### config.mk
export PLATFORM = sky130hd
export DESIGN_NAME = stopwatch_display
export DESIGN_NICKNAME = d
export VERILOG_FILES = /design/src/rtl/stopwatch_display.sv
export SDC_FILE = /design/constraint.sdc
export NUM_CORES = 1
export LEC_CHECK = 0
export ABC_AREA = 0
export BUFFER_PORTS_ARGS = -buffer_cell sky130_fd_sc_hd__buf_2
export CORE_MARGIN = 1
export CORE_UTILIZATION = 45
export CTS_BUF_LIST = sky130_fd_sc_hd__clkbuf_8 sky130_fd_sc_hd__clkbuf_16
export CTS_CLUSTER_DIAMETER = 60
export DETAILED_ROUTE_END_ITERATION = 10
export GPL_ROUTABILITY_DRIVEN = 0
export SKIP_CTS_REPAIR_TIMING = 1
export SYNTH_ARGS = -nofsm -noshare
export SYNTH_HDL_FRONTEND = slang
export SYNTH_SLANG_ARGS = --single-unit
### constraint.sdc
create_clock -name CLK100MHZ -period 8.05 [get_ports CLK100MHZ]
set_clock_uncertainty 0.1 [all_clocks]
set_input_delay 0.805 -clock CLK100MHZ [delete_from_list [all_inputs] [get_ports CLK100MHZ]]
set_output_delay 0.805 -clock CLK100MHZ [all_outputs]
set_load 0.02 [all_outputs]
### src/rtl/stopwatch_display.sv
// Eight-digit multiplexed seven-segment driver for the stopwatch: snapshots the time once per
// scan frame, converts each field to BCD with a sequential double-dabble engine and scans digits.
module stopwatch_display #(
    parameter int CLK_HZ     = 100_000_000,
    parameter int REFRESH_HZ = 8000
) (
    input  logic       CLK100MHZ,
    input  logic       CPU_RESETN,
    input  logic [4:0] hours,
    input  logic [5:0] minutes,
    input  logic [5:0] seconds,
    input  logic [6:0] centiseconds,
    output logic [6:0] SEG,
    output logic       DP,
    output logic [7:0] AN
);

    localparam int DIV   = CLK_HZ / REFRESH_HZ;
    localparam int CNT_W = $clog2(DIV);
    localparam logic [6:0] DASH = 7'b0111111;

    typedef enum logic [2:0] {S_IDLE, S_LOAD, S_SHIFT, S_STORE, S_DONE} state_t;

    logic [CNT_W-1:0] refresh_cnt;
    logic             tick;
    logic             frame_wrap;
    logic [2:0]       idx;
    logic [3:0]       digit;
    logic [6:0]       digit_seg;
    logic             separator;

    state_t           state;
    logic [1:0]       fld;
    logic [2:0]       shift_cnt;

    // Field order everywhere: 0 = centiseconds, 1 = seconds, 2 = minutes, 3 = hours
    logic [3:0][6:0]  snap;
    logic [6:0]       bin;
    logic [7:0]       bcd;
    logic             ovf;
    logic [3:0][7:0]  pend_bcd;
    logic [3:0]       pend_dash;
    logic [3:0][7:0]  disp_bcd;
    logic [3:0]       disp_dash;

    function automatic logic [6:0] seg_font(input logic [3:0] d);
        case (d)
            4'd0:    seg_font = 7'b1000000;
            4'd1:    seg_font = 7'b1111001;
            4'd2:    seg_font = 7'b0100100;
            4'd3:    seg_font = 7'b0110000;
            4'd4:    seg_font = 7'b0011001;
            4'd5:    seg_font = 7'b0010010;
            4'd6:    seg_font = 7'b0000010;
            4'd7:    seg_font = 7'b1111000;
            4'd8:    seg_font = 7'b0000000;
            4'd9:    seg_font = 7'b0010000;
            default: seg_font = DASH;
        endcase
    endfunction

    // One double-dabble iteration: add 3 to any BCD nibble >= 5, then shift {bcd, bin} left.
    function automatic logic [14:0] dd_step(input logic [7:0] b, input logic [6:0] v);
        logic [7:0] a;
        a = b;
        if (a[3:0] >= 4'd5) a[3:0] = a[3:0] + 4'd3;
        if (a[7:4] >= 4'd5) a[7:4] = a[7:4] + 4'd3;
        return {a[6:0], v, 1'b0};
    endfunction

    assign tick       = (refresh_cnt == CNT_W'(DIV - 1));
    assign frame_wrap = tick && (idx == 3'd7);

    always_comb begin
        digit     = idx[0] ? disp_bcd[idx[2:1]][7:4] : disp_bcd[idx[2:1]][3:0];
        digit_seg = disp_dash[idx[2:1]] ? DASH : seg_font(digit);
        separator = (idx == 3'd6) || (idx == 3'd4) || (idx == 3'd2);
    end

    // Refresh divider and scan: outputs latch the digit at idx on the tick, then idx advances
    always_ff @(posedge CLK100MHZ or negedge CPU_RESETN) begin
        if (!CPU_RESETN) begin
            refresh_cnt <= '0;
            idx         <= 3'd0;
            AN          <= 8'hFF;
            SEG         <= 7'h7F;
            DP          <= 1'b1;
        end else begin
            refresh_cnt <= tick ? '0 : refresh_cnt + 1'b1;
            if (tick) begin
                idx <= idx + 3'd1;
                AN  <= ~(8'd1 << idx);
                SEG <= digit_seg;
                DP  <= ~separator;
            end
        end
    end

    // Conversion sequencer; display registers update atomically in DONE
    always_ff @(posedge CLK100MHZ or negedge CPU_RESETN) begin
        if (!CPU_RESETN) begin
            state     <= S_IDLE;
            fld       <= 2'd0;
            shift_cnt <= 3'd0;
            disp_bcd  <= '0;
            disp_dash <= '0;
        end else begin
            case (state)
                S_IDLE: begin
                    fld <= 2'd0;
                    if (frame_wrap) state <= S_LOAD;
                end
                S_LOAD: begin
                    shift_cnt <= 3'd0;
                    state     <= S_SHIFT;
                end
                S_SHIFT: begin
                    shift_cnt <= shift_cnt + 3'd1;
                    if (shift_cnt == 3'd6) state <= S_STORE;
                end
                S_STORE: begin
                    if (fld == 2'd3) begin
                        state <= S_DONE;
                    end else begin
                        fld   <= fld + 2'd1;
                        state <= S_LOAD;
                    end
                end
                S_DONE: begin
                    disp_bcd  <= pend_bcd;
                    disp_dash <= pend_dash;
                    state     <= S_IDLE;
                end
                default: state <= S_IDLE;
            endcase
        end
    end

    // Conversion datapath
    always_ff @(posedge CLK100MHZ) begin
        if (state == S_IDLE && frame_wrap) begin
            snap[0] <= centiseconds;
            snap[1] <= {1'b0, seconds};
            snap[2] <= {1'b0, minutes};
            snap[3] <= {2'b00, hours};
        end
        case (state)
            S_LOAD: begin
                bin <= snap[fld];
                bcd <= 8'd0;
                ovf <= (snap[fld] > 7'd99);
            end
            S_SHIFT: {bcd, bin} <= dd_step(bcd, bin);
            S_STORE: begin
                pend_bcd[fld]  <= bcd;
                pend_dash[fld] <= ovf;
            end
            default: ;
        endcase
    end

endmodule

* After elaboration in Yosys (flattened, before gate mapping) *
Memory sizes are Yosys's and may differ from the RTL's.
Cells that the tools add are included.

cells by class
  add/subtract/negate cells = 6
  magnitude comparators = 6
  equal/unequal tests = 14
  shifts and indexed selects = 1
  multiplexer cells = 26
  bitwise operators = 2
  reductions and logical operators = 10

operator list
  kind                                                                    count
  32-bit bitwise mux                                                      1
  8-bit binary-select mux with 2-bit select                               1
  8-bit demux with 2-bit select                                           1
  8-bit two-way mux                                                       2
  8-bit one-hot mux with 2 select lines                                   1
  3-bit equality test (second input constant)                             5
  14-bit by 1-bit adder with 14-bit output (second input constant)        1
  7-bit binary-select mux with 2-bit select                               1
  14-bit equality test (second input constant)                            1
  14-bit two-way mux                                                      1
  7-bit two-way mux                                                       2
  7-bit one-hot mux with 2 select lines                                   1
  3-bit two-way mux                                                       4
  3-bit one-hot mux with 4 select lines                                   1
  3-bit by 2-bit equality test with 1-bit output (second input constant)  3
  4-bit by 3-bit >= comparator with 1-bit output (second input constant)  2
  4-bit two-way mux                                                       2
  8-bit NOT                                                               1
  1-bit by 3-bit left shift with 8-bit output (first input constant)      1
  7-bit greater-than comparator (second input constant)                   1
  3-bit by 1-bit adder with 3-bit output (second input constant)          2
  2-bit by 3-bit < comparator with 1-bit output (second input constant)   2
  2-bit inequality test (second input constant)                           3
  3-bit one-hot mux with 2 select lines                                   1
  other kinds (18)                                                        24

word-level totals
  register bits after elaboration = 153
  ROM bits = 112
  bits of input ports = 26
  output and inout bits = 16
  word-level logic and storage cells = 91
  memories kept = 1

memories
  memory            depth  width  read ports  clocked after memory_dff  wr ports  line  source
  (name not given)  16     7      1           0                         0         47    case (d)

* Logic depth before layout (Yosys ltp) *
  word-level depth = 5
  depth in mapped cells = 9
  mapped depth without buffers = 7

* Least setup slack after synthesis *
Ideal clock, no wire load.

  path type = reg-to-reg
  start = register refresh_cnt[0]
  end = register snap[0] in the netlist's numbering, enable pin
  setup time = 0.466 ns
  data arrival time = 3.470 ns
  data required time = 7.484 ns
  setup slack = 4.014 ns
  cell stages (with the launch flop) = 6
  buffers on the path = 0
  clock period less this slack = 4.036 ns
  cell sequence = dfrtp_1 > ha_1 > nor4b_1 > and4_1 > nand2_1 > nor4_1

between the ends
  cells in the longest elaborated chain, start to end = 3

ends and longest elaborated chain
  what                    line  source
  from (decl)             24    logic [CNT_W-1:0] refresh_cnt;
  from (signal assigned)  89    refresh_cnt <= tick ? '0 : refresh_cnt + 1'b1;
  14-bit equality test    71    assign tick = (refresh_cnt == CNT_W'(DIV - 1));
  1-bit logical AND       72    assign frame_wrap = tick && (idx == 3'd7);
  1-bit logical AND       141   if (state == S_IDLE && frame_wrap) begin
  to (decl)               37    logic [3:0][6:0] snap;

No other way between the ends.
A chain may end at the register's enable or synchronous reset.

* Worst setup path after layout *
  start = register idx[2]
  end = register SEG[3]

between the ends
  cells in the longest elaborated chain, start to end = 5

ends and longest elaborated chain
  what                                       line  source
  from (decl)                                27    logic [2:0] idx;
  from (signal assigned)                     91    idx <= idx + 3'd1;
  8-bit binary-select mux with 2-bit select  75    digit = idx[0] ? disp_bcd[idx[2:1]][7:4] : disp_bcd[idx[2:1]][3:0];
  8-bit two-way mux (implied by the code)    75
  4-bit two-way mux                          75
  memory read 16 x 7 bit                     --
  7-bit two-way mux *                        76    digit_seg = disp_dash[idx[2:1]] ? DASH : seg_font(digit);
  to (signal assigned)                       93    SEG <= digit_seg;
  to (decl)                                  13    output logic [6:0] SEG,

Every way passes the cells marked *; elsewhere a longest branch is shown, timed or not. The select of a mux whose other input is x is not followed.

==> qor.csv <==
stage,metric,value,unit
timing,timing.hold.ws,376,ps
floorplanning,fp.dieH,122,um
power_and_ir_drop,p_comb_share,0.8,%
grt,grt_max_degree,78,
detailed_routing,first_pass_iters,4,
floorplanning,die_w,122,um
logic_synthesis,ys_seq_area_share,65.2,%
power_and_ir_drop,switching_share,21.1,%
clock_network,cts.sinks,153,
clock_network,clkSlewWorstSetupHoldPaths,60,ps
logic_synthesis,synth.avg_cell_area,14.8,um^2
detailed_routing,ant_nets,0,
logic_synthesis,synth_cell_types,48,
timing,rsz0062_at_grt,false,
timing,min_period,2700,ps
power_and_ir_drop,p_leak,2.98,nW
placed_design,port_buffers,41,
grt,grt-ovfl-total,0,
timing,fmax,0.371,GHz
logic_synthesis,synth_area,6490,um^2
power_and_ir_drop,pwr-share-clk,46.1,%
timing,timing.final.crit_share,33.5,%
cells_and_area,design_area,7380,um^2
setup_path,cp-start-kind,flip-flop,
detailed_routing,wirelength,11000,um
power_and_ir_drop,seq_power_share,53.1,%
timing,finalHoldViolCount,0,
logic_synthesis,ys_warn_count,0,
logic_synthesis,synth_cells,439,
grt,grt_pass1_wl,18300,um
setup_path,cp_num_buf_inv,0,
run_status,status,"complete, no violations",
timing,slew_headroom,35.8,%
clock_network,numCtsBuffers,17,
setup_path,path_cells,"mux4_2, mux2i_1, ha_1, or2b_1, nand3_1, o211a_1",
setup_path,crit_required,8320,ps
clock_network,clk_latency,430,ps
power_and_ir_drop,power.total,1.54,mW
floorplanning,die-area,14900,um^2
logic_synthesis,yosysTopAreaCellShare,35.2,%
cells_and_area,final_util,52.8,%
grt,grt_use_total,16.7,%
setup_path,critPathCapture,SEG[3],
power_and_ir_drop,internal-power,1.22,mW
timing,setup_viol,0,
placed_design,dpl.hpwl,7390,um
setup_path,worstSetupEndpointType,flip-flop,
logic_synthesis,ys_ff_latch,153,
logic_synthesis,synth.net_count,488,
setup_path,crit_path_max_fanout,16,
setup_path,path_depth,6,
clock_network,cts_max_path_buffers,2,
detailed_routing,wl_per_cell,16.3,um
clock_network,cts.htree.levels,4,
setup_path,rr_worst_depth,6,
setup_path,startpoint,idx[2],
logic_synthesis,synth-edff-count,76,
floorplanning,initial_utilization,46.4,%
detailed_routing,vias_per_cell,5.21,
grt,antenna_found_initial,0,
floorplanning,ios,42,
floorplanning,rows,43,
setup_path,worstReg2RegStart,idx[2],
placed_design,dp_cells,645,
cells_and_area,final_cell_mix,"edfxtp_1, dfrtp_1, buf_2",
cells_and_area,final_common_cell,edfxtp_1,
cells_and_area,layout-drive-gt1-share,30.0,%
timing,fin_setup_tns,0,ps
cells_and_area,syn_to_final_growth,13.9,%
timing,drv_slew,0,
setup_path,arrival,2960,ps
timing,fin_ws,5350,ps
placed_design,postPlaceCellArea,6860,um^2
setup_path,crit_family,multiplexers,
flow_run,cap_viol_max_count,0,
detailed_routing,drc,0,
placed_design,pre_cts_ws,5330,ps
setup_path,reg2reg_to,SEG[3],
clock_network,cts-root-buf,clkbuf_16,
logic_synthesis,postSynth.asyncResetShare,50.3,%
min_path,hp-class,reg2reg,
grt,grt_pass1_vias,3681,
logic_synthesis,yosys_most_used_dff,edfxtp_1,
setup_path,worstSetupPathType,reg2reg,
cells_and_area,layout.nets,533,
logic_synthesis,yosysTopAreaCell,edfxtp_1,
cells_and_area,fillerInstances,1169,
power_and_ir_drop,peakVddDrop,0.000166,V
timing,worst_slew_pin_slew,964,ps
detailed_routing,first_iter_violations,239,
power_and_ir_drop,power.switching,0.326,mW
detailed_routing,vias,3529,
floorplanning,core,14000,um^2
logic_synthesis,synthTopCellsByArea,"edfxtp_1, dfrtp_1, mux2_2",
cells_and_area,antennaDiodeCount,0,
setup_path,max_stage_delay,810,ps
power_and_ir_drop,p_per_area,209,nW/um^2
setup_path,rrSetupSlack,5350,ps
clock_network,cts_tree,yes,
cells_and_area,finalNonFillerCells,677,
setup_path,crit_slowest_cell,dfrtp_1,
## worst register-to-register path: stages (launching register included)
cell and delay, ps:
dfrtp_1 810, mux4_2 610, mux2i_1 340, ha_1 330, or2b_1 220, nand3_1 90, o211a_1 140
## cell families (layout without fill, tap and decap cells)
group	Yosys count	in the layout	synth area share, %
flip-flops	153	153	65.2
AND/OR/NAND/NOR	109	109	8.64
multiplexers	58	58	12.7
AO/OA/AOI/OAI	45	45	4.42
buffers and inverters	35	93	2.49
adder cells (fa/ha/maj)	23	23	4.44
XOR/XNOR	16	16	2.16
## power by group through the flow
stage / Combinational (mW) / Clock, mW / Sequential [mW]
detailed placement: 0.0137 / 0 / 0.833
CTS: 0.0137 / 0.729 / 0.818
floorplan: 0.00000102 / 0 / 0.833
finish: 0.0128 / 0.710 / 0.818
global route: 0.0151 / 0.758 / 0.818
global placement: 0.0131 / 0 / 0.833
## cells in the mapped netlist (3+ instances only)
cell type,instances
a31oi_1,8
xor2_1,8
ha_1,23
mux4_2,13
clkbuf_1,8
a21oi_1,10
nand2_1,30
dfstp_2,16
nand3_1,9
mux2_2,39
edfxtp_1,76
xnor2_1,8
o21ai_0,11
o211a_1,4
and3_1,7
buf_6,3
dfrtp_1,61
mux2i_1,4
nand2b_1,8
and2_1,5
inv_1,17
nor2_1,30
nor3_1,4
buf_2,6
## worst min-delay path by stage
stage,end,from,depth (start not counted)
after global placement,disp_bcd[19],pend_bcd[19],1
after detailed placement,disp_bcd[27],pend_bcd[27],1
after floorplan,refresh_cnt[11],refresh_cnt[11],1
after CTS,disp_bcd[3],pend_bcd[3],1
after global routing,disp_bcd[3],pend_bcd[3],1
final,disp_bcd[10],pend_bcd[10],1
## flip-flops by register name, summed over array words and instances, names as in the netlist, 4 cells and up
signal,cells
pend_bcd,32
AN,8
disp_bcd,32
refresh_cnt,14
pend_dash,4
SEG,7
bcd,8
disp_dash,4
snap,24
bin,7
## cell type report
| cell class | count | area (um^2) | area share (%) |
|---|---|---|---|
| flip-flops and latches | 153 | 4230 | 57.3 |
| multi-input cells | 251 | 2110 | 28.5 |
| clock buffers | 17 | 425 | 5.76 |
| repair buffers | 44 | 230 | 3.12 |
| well taps | 180 | 225 | 3.05 |
| clock inverters | 15 | 104 | 1.41 |
| inverters | 17 | 63.8 | 0.864 |
## per-layer routing
metal | track usage (%) | share of wire (%) | up-vias
met5 | 0 | 0 | -
met1 | 19.9 | 43 | 1761
li1 | - | - | 1680
met3 | 4.21 | 4.0 | 13
met2 | 28.2 | 51 | 75
met4 | 8.00 | 1.2 | 0
Note: power is estimated with default switching activity, not from simulation.
